==> src/rtl/escritor_pixeles.sv <==
// Packs SIMD lane results into memory words through a 2-entry buffer and writes them
// sequentially from base_addr. A single-step mode freezes every register until paso pulses.
module escritor_pixeles #(
    parameter int LANES  = 4,
    parameter int ADDR_W = 16,
    parameter int CNT_W  = 20
) (
    input  logic                 clk,
    input  logic                 rst_n,
    input  logic                 modo_paso,
    input  logic                 paso,
    input  logic                 iniciar,
    input  logic [ADDR_W-1:0]    base_addr,
    input  logic [CNT_W-1:0]     total_pixeles,
    input  logic                 listo_in,
    input  logic [8*LANES-1:0]   pixel_in,
    output logic                 mem_we,
    output logic [ADDR_W-1:0]    mem_addr,
    output logic [8*LANES-1:0]   mem_wdata,
    output logic [LANES-1:0]     mem_be,
    input  logic                 mem_ready,
    output logic                 ocupado,
    output logic                 lleno,
    output logic                 terminado,
    output logic                 desborde,
    output logic [CNT_W-1:0]     pixeles_escritos
);

    typedef enum logic [1:0] {IDLE, ACTIVO, FIN} estado_t;

    estado_t              estado_q, estado_d;
    logic [8*LANES-1:0]   slot0_q, slot0_d;
    logic [8*LANES-1:0]   slot1_q, slot1_d;
    logic [1:0]           count_q, count_d;
    logic [ADDR_W-1:0]    addr_q, addr_d;
    logic [CNT_W-1:0]     restantes_q, restantes_d;
    logic [CNT_W-1:0]     escritos_q, escritos_d;
    logic                 desborde_q, desborde_d;

    logic                 ce;
    logic                 activo;
    logic                 pop;
    logic                 push;
    logic [CNT_W-1:0]     paso_n;

    assign ce     = !modo_paso | paso;
    assign activo = (estado_q == ACTIVO);
    assign mem_we = activo && (count_q != 2'd0);
    // A handshake only counts when registers are allowed to advance.
    assign pop    = ce && mem_we && mem_ready;
    assign push   = ce && activo && listo_in && ((count_q != 2'd2) || pop);
    assign paso_n = (restantes_q < CNT_W'(LANES)) ? restantes_q : CNT_W'(LANES);

    assign mem_addr         = addr_q;
    assign mem_wdata        = slot0_q;
    assign ocupado          = (estado_q != IDLE);
    assign lleno            = (count_q == 2'd2);
    assign terminado        = (estado_q == FIN);
    assign desborde         = desborde_q;
    assign pixeles_escritos = escritos_q;

    // k < min(LANES, restantes) reduces to k < restantes since k is already below LANES.
    always_comb begin
        mem_be = '0;
        for (int k = 0; k < LANES; k++) begin
            mem_be[k] = (CNT_W'(k) < restantes_q);
        end
    end

    always_comb begin
        estado_d    = estado_q;
        slot0_d     = slot0_q;
        slot1_d     = slot1_q;
        count_d     = count_q;
        addr_d      = addr_q;
        restantes_d = restantes_q;
        escritos_d  = escritos_q;
        desborde_d  = desborde_q;
        if (ce) begin
            case (estado_q)
                IDLE: begin
                    if (iniciar) begin
                        addr_d      = base_addr;
                        restantes_d = total_pixeles;
                        escritos_d  = '0;
                        count_d     = 2'd0;
                        desborde_d  = 1'b0;
                        estado_d    = (total_pixeles == '0) ? FIN : ACTIVO;
                    end
                end
                ACTIVO: begin
                    if (listo_in && (count_q == 2'd2) && !pop) begin
                        desborde_d = 1'b1;
                    end
                    if (pop) begin
                        slot0_d     = slot1_q;
                        count_d     = count_q - 2'd1;
                        addr_d      = addr_q + ADDR_W'(1);
                        restantes_d = restantes_q - paso_n;
                        escritos_d  = escritos_q + paso_n;
                    end
                    // Push lands in whichever slot is the tail after any pop this cycle.
                    if (push) begin
                        if (count_d == 2'd0) begin
                            slot0_d = pixel_in;
                        end else begin
                            slot1_d = pixel_in;
                        end
                        count_d = count_d + 2'd1;
                    end
                    if (pop && (restantes_q == paso_n)) begin
                        count_d  = 2'd0;
                        estado_d = FIN;
                    end
                end
                FIN: begin
                    estado_d = IDLE;
                end
                default: begin
                    estado_d = IDLE;
                end
            endcase
        end
    end

    always_ff @(posedge clk or negedge rst_n) begin
        if (!rst_n) begin
            estado_q    <= IDLE;
            slot0_q     <= '0;
            slot1_q     <= '0;
            count_q     <= 2'd0;
            addr_q      <= '0;
            restantes_q <= '0;
            escritos_q  <= '0;
            desborde_q  <= 1'b0;
        end else begin
            estado_q    <= estado_d;
            slot0_q     <= slot0_d;
            slot1_q     <= slot1_d;
            count_q     <= count_d;
            addr_q      <= addr_d;
            restantes_q <= restantes_d;
            escritos_q  <= escritos_d;
            desborde_q  <= desborde_d;
        end
    end

endmodule

==> config.mk <==
export PLATFORM = sky130hd
export DESIGN_NAME = escritor_pixeles
export DESIGN_NICKNAME = d
export VERILOG_FILES = /design/src/rtl/escritor_pixeles.sv
export SDC_FILE = /design/constraint.sdc
export NUM_CORES = 1
export LEC_CHECK = 0
export ABC_CLOCK_PERIOD_IN_PS = 5200
export CAP_MARGIN = 30
export CORE_UTILIZATION = 51
export DETAILED_ROUTE_END_ITERATION = 8
export GPL_ROUTABILITY_DRIVEN = 0
export PLACE_DENSITY = 0.8
export SKIP_LAST_GASP = 1
export SYNTH_ARGS = -nofsm -noshare
export SYNTH_HDL_FRONTEND = slang
export SYNTH_SLANG_ARGS = --single-unit
==> constraint.sdc <==
create_clock -name clk -period 5.2 [get_ports clk]
set_input_delay 0.52 -clock clk [delete_from_list [all_inputs] [get_ports clk]]
set_output_delay 0.52 -clock clk [all_outputs]
set_load 0.01 [all_outputs]
==> results.md <==
* Status: finished clean
* Maximum clock path buffer count at 2
* #FFs+latches synth at 125
* GRT Overall Usage at 0.267
* Core box area at ~0.013 mm^2
* Via count at 6362
* CTS resizes at 0
* # clock sinks at around 130
* Fmax at 215 MHz
* Gate count after technology mapping at about 750
* Dpl cells at 1052
* RSZ-0062 raised after global routing: no
* Pin count of the biggest net entering global routing at 65
* Row cnt at 42
* Setup ws final at 0.541 ns
* Routed Antenna Nets at 0
* Setup crit start kind: flip-flop
* Post-synthesis async set-or-reset flop share at 1.00
* Flop2flop setup slack at 0.54 ns
* Top FF cell, synth: dfrtp_1
* CP arrival at between 4 and 5 ns
* Global Route met3 Usage at 0.0862
* Req. time, crit path at 5.53 ns
* P_leak at approximately 3.8 nW
* Chip height at 119 um
* Min cycle time layout at 4.66 ns
* P per Cell Area at 592 mW/mm^2
* Cells taking the most area after synthesis: dfrtp_1 (45%), o21ai_0 (6.8%), mux2_2 (5.2%)
* Pins Over Slew Limit at 0
* First-pass GRT wire length at ~30 mm
* Filler instances at 1007
* Clock Latency Late Sink at 0.42 ns
* Die X-Extent at 119 um
* Finish-stage setup viols at 0
* Yosys top cell area share at 0.449
* Setup tns final at 0 ns
* Number of buffers created by CTS at 17
* Busiest layer in global routing: met2
* Synthesized area per cell at 9.30 um^2
* TritonRoute pass-1 iters at 5
* Number of global-route vias before repair at 6347
* Die ar. at 0.0141 mm^2
* Worst slew pin tran at 0.952 ns
* Fin nets at between 900 and 1000
* Synth area leader: dfrtp_1
* GR Util met1 at 0.333
* Initial antenna violation count at 1
* Port Buf Inserts at 151
* Initial Utilization at 0.524
* CTS tree: yes
* YS warnings at 0
* Final Cycle Share at 0.896
* Fraction of layout cells with a size suffix above 1 at 0.0924
* # H-tree levels at 4
* DP HPWL at 12.4 mm
* Fin cells at 1085
* Setup CP Type: flip-flop to flip-flop
* MaxCap Viol Count at 0
* CTS root buf: clkbuf_16
* Drt drc at 0
* Clock transition at path regs at 0.06 ns
* Final Hold Fails at 0
* Clk_skew at a little over 0.009 ns
* Initial DRC count at 509
* EDFF count, synth at 0
* Worst Path Max Fanout at 9
* Yosys cell types at 62
* Diode count at 0
* Met2 usage at 0.432
* Top Ports at about 150
* Slew HR at 0.364
* Vias/cell at between 5 and 6
* Sequential share of the synthesized area at 0.449
* Setup crit end kind: flip-flop
* Setup bufs post-CTS at 0
* Wire length per cell at 16.8 um
* Multi-input gate area at 0.00367 mm^2
* Register area at 0.00313 mm^2
* Hold crit path type: input port to asynchronous set/reset pin
* Tightest hold margin at 0.0782 ns
* Hold-fix buffers, CTS at 0
* VDD IR-drop max at 0.000323 V
* Worst slack, placed at slightly above 0.7 ns
* Final WL at 18.2 mm
* Layout overhead on the synthesized area at 33.5%
* Gr ovfl total at 0
* Synth Cell Area at 0.00696 mm^2
flip-flops by register name (all words and copies together) (netlist names):
signal,flops
mem_wdata,32
slot1_q,32
pixeles_escritos,20
restantes_q,20
mem_addr,16
count_q,2
estado_q,2
desborde,1
power by group:
group | internal (W) | switching (W) | total [W]
logic | 0.00119 | 0.00129 | 0.00248
clock network | 0.000780 | 0.000455 | 0.00123
registers | 0.00143 | 0.000361 | 0.00179
layout make-up:
cell class / instances / area share
clock inverters: 13 / 0.0178
well taps: 176 / 0.0237
multi-input cells: 578 / 0.395
clock buffers: 19 / 0.0487
repair buffers: 160 / 0.173
flip-flops and latches: 125 / 0.336
inverters: 14 / 0.00565
path summary, 6_finish.rpt:
path | startpoint | endpoint | depth (start not counted)
setup / recovery | restantes_q[6]$_DFFE_PN0P_ | pixeles_escritos[19]$_DFFE_PN0P_ | 12
hold / removal | rst_n | pixeles_escritos[6]$_DFFE_PN0P_ | 1
setup reg to reg | restantes_q[6]$_DFFE_PN0P_ | pixeles_escritos[19]$_DFFE_PN0P_ | 12
hold reg to reg | restantes_q[19]$_DFFE_PN0P_ | restantes_q[19]$_DFFE_PN0P_ | 1
max in group asynchronous | rst_n | count_q[0]$_DFFE_PN0P_ | 3
min in group clk | restantes_q[19]$_DFFE_PN0P_ | restantes_q[19]$_DFFE_PN0P_ | 1
cell usage after synthesis (2+ instances only):
cell and number:
a211oi_1 5, a21o_1 6, a21oi_1 61, a22o_1 5
a22oi_1 4, a31oi_1 10, a41oi_1 3, and2_1 8
and3_1 6, and4_1 3, buf_1 8, buf_2 4
clkbuf_1 34, conb_1 2, dfrtp_1 125, ha_1 24
inv_1 14, mux2_2 32, mux2i_1 34, nand2_1 80
nand2b_1 3, nand3_1 16, nor2_1 55, nor2b_1 7
nor3_1 17, nor3b_1 4, nor4_1 10, nor4b_1 3
o211ai_1 2, o21a_1 3, o21ai_0 95, o21bai_1 3
o22a_1 6, o22ai_1 6, o31ai_1 4, o32ai_1 3
or3_1 6, or4_1 3, xnor2_1 7, xor2_1 6
layer usage:
layer	vias up	wire length, um
met5	-	11
met4	2	326
met1	3067	7570
li1	2985	-
met3	33	1690
met2	275	8640
worst max-delay path, cell delays in order, from the launching register on:
cell	delay [ns]
dfrtp_1	0.42
or4_1	0.66
or4_4	0.57
nor2_1	0.47
inv_1	0.15
ha_1	0.40
o21ai_0	0.12
nor2_1	0.20
o21ai_0	0.26
o31a_1	0.35
o21ai_0	0.58
a41oi_1	0.22
o22ai_1	0.18
cells in the final DEF, fill, tap and decap left out, types with 4 or more instances in the layout:
| master | n |
|---|---|
| a211oi_1 | 5 |
| a21o_1 | 6 |
| a21oi_1 | 60 |
| a22o_1 | 5 |
| a22oi_1 | 4 |
| a31oi_1 | 10 |
| and2_1 | 7 |
| and3_1 | 5 |
| buf_4 | 7 |
| clkbuf_16 | 17 |
| clkdlybuf4s50_1 | 150 |
| clkinvlp_4 | 4 |
| conb_1 | 17 |
| dfrtp_1 | 125 |
| ha_1 | 24 |
| inv_1 | 14 |
| mux2_2 | 32 |
| mux2i_1 | 34 |
| nand2_1 | 80 |
| nand3_1 | 16 |
| nor2_1 | 55 |
| nor2b_1 | 5 |
| nor3_1 | 17 |
| nor3b_1 | 4 |
| nor4_1 | 10 |
| o21ai_0 | 95 |
| o22a_1 | 6 |
| o22ai_1 | 6 |
| o31ai_1 | 4 |
| or3_1 | 6 |
| xnor2_1 | 7 |
| xor2_1 | 6 |
through the flow:
stage,total power (W),utilization,cell area (um^2)
floorplan,0.00327,-,7020
finish,0.00550,0.699,9300
global route,0.00587,0.699,9300
global placement,0.00408,0.649,8620
detailed placement,0.00422,0.651,8660
CTS,0.00548,0.698,9280
logic make-up (layout without fill, tap and decap cells):
logic type	count (synthesis)	count (layout)	share of synthesized area
adders and majority gates	25	25	0.0460
and+or+nand+nor	229	229	0.159
other	2	17	0.00108
buffers and inverters	61	206	0.0341
muxes	66	66	0.101
DFF	125	125	0.449
AOI/OAI and AO/OA	228	228	0.194
xor gates and xnor gates	13	13	0.0164
Note: power is estimated with default switching activity, not from simulation.
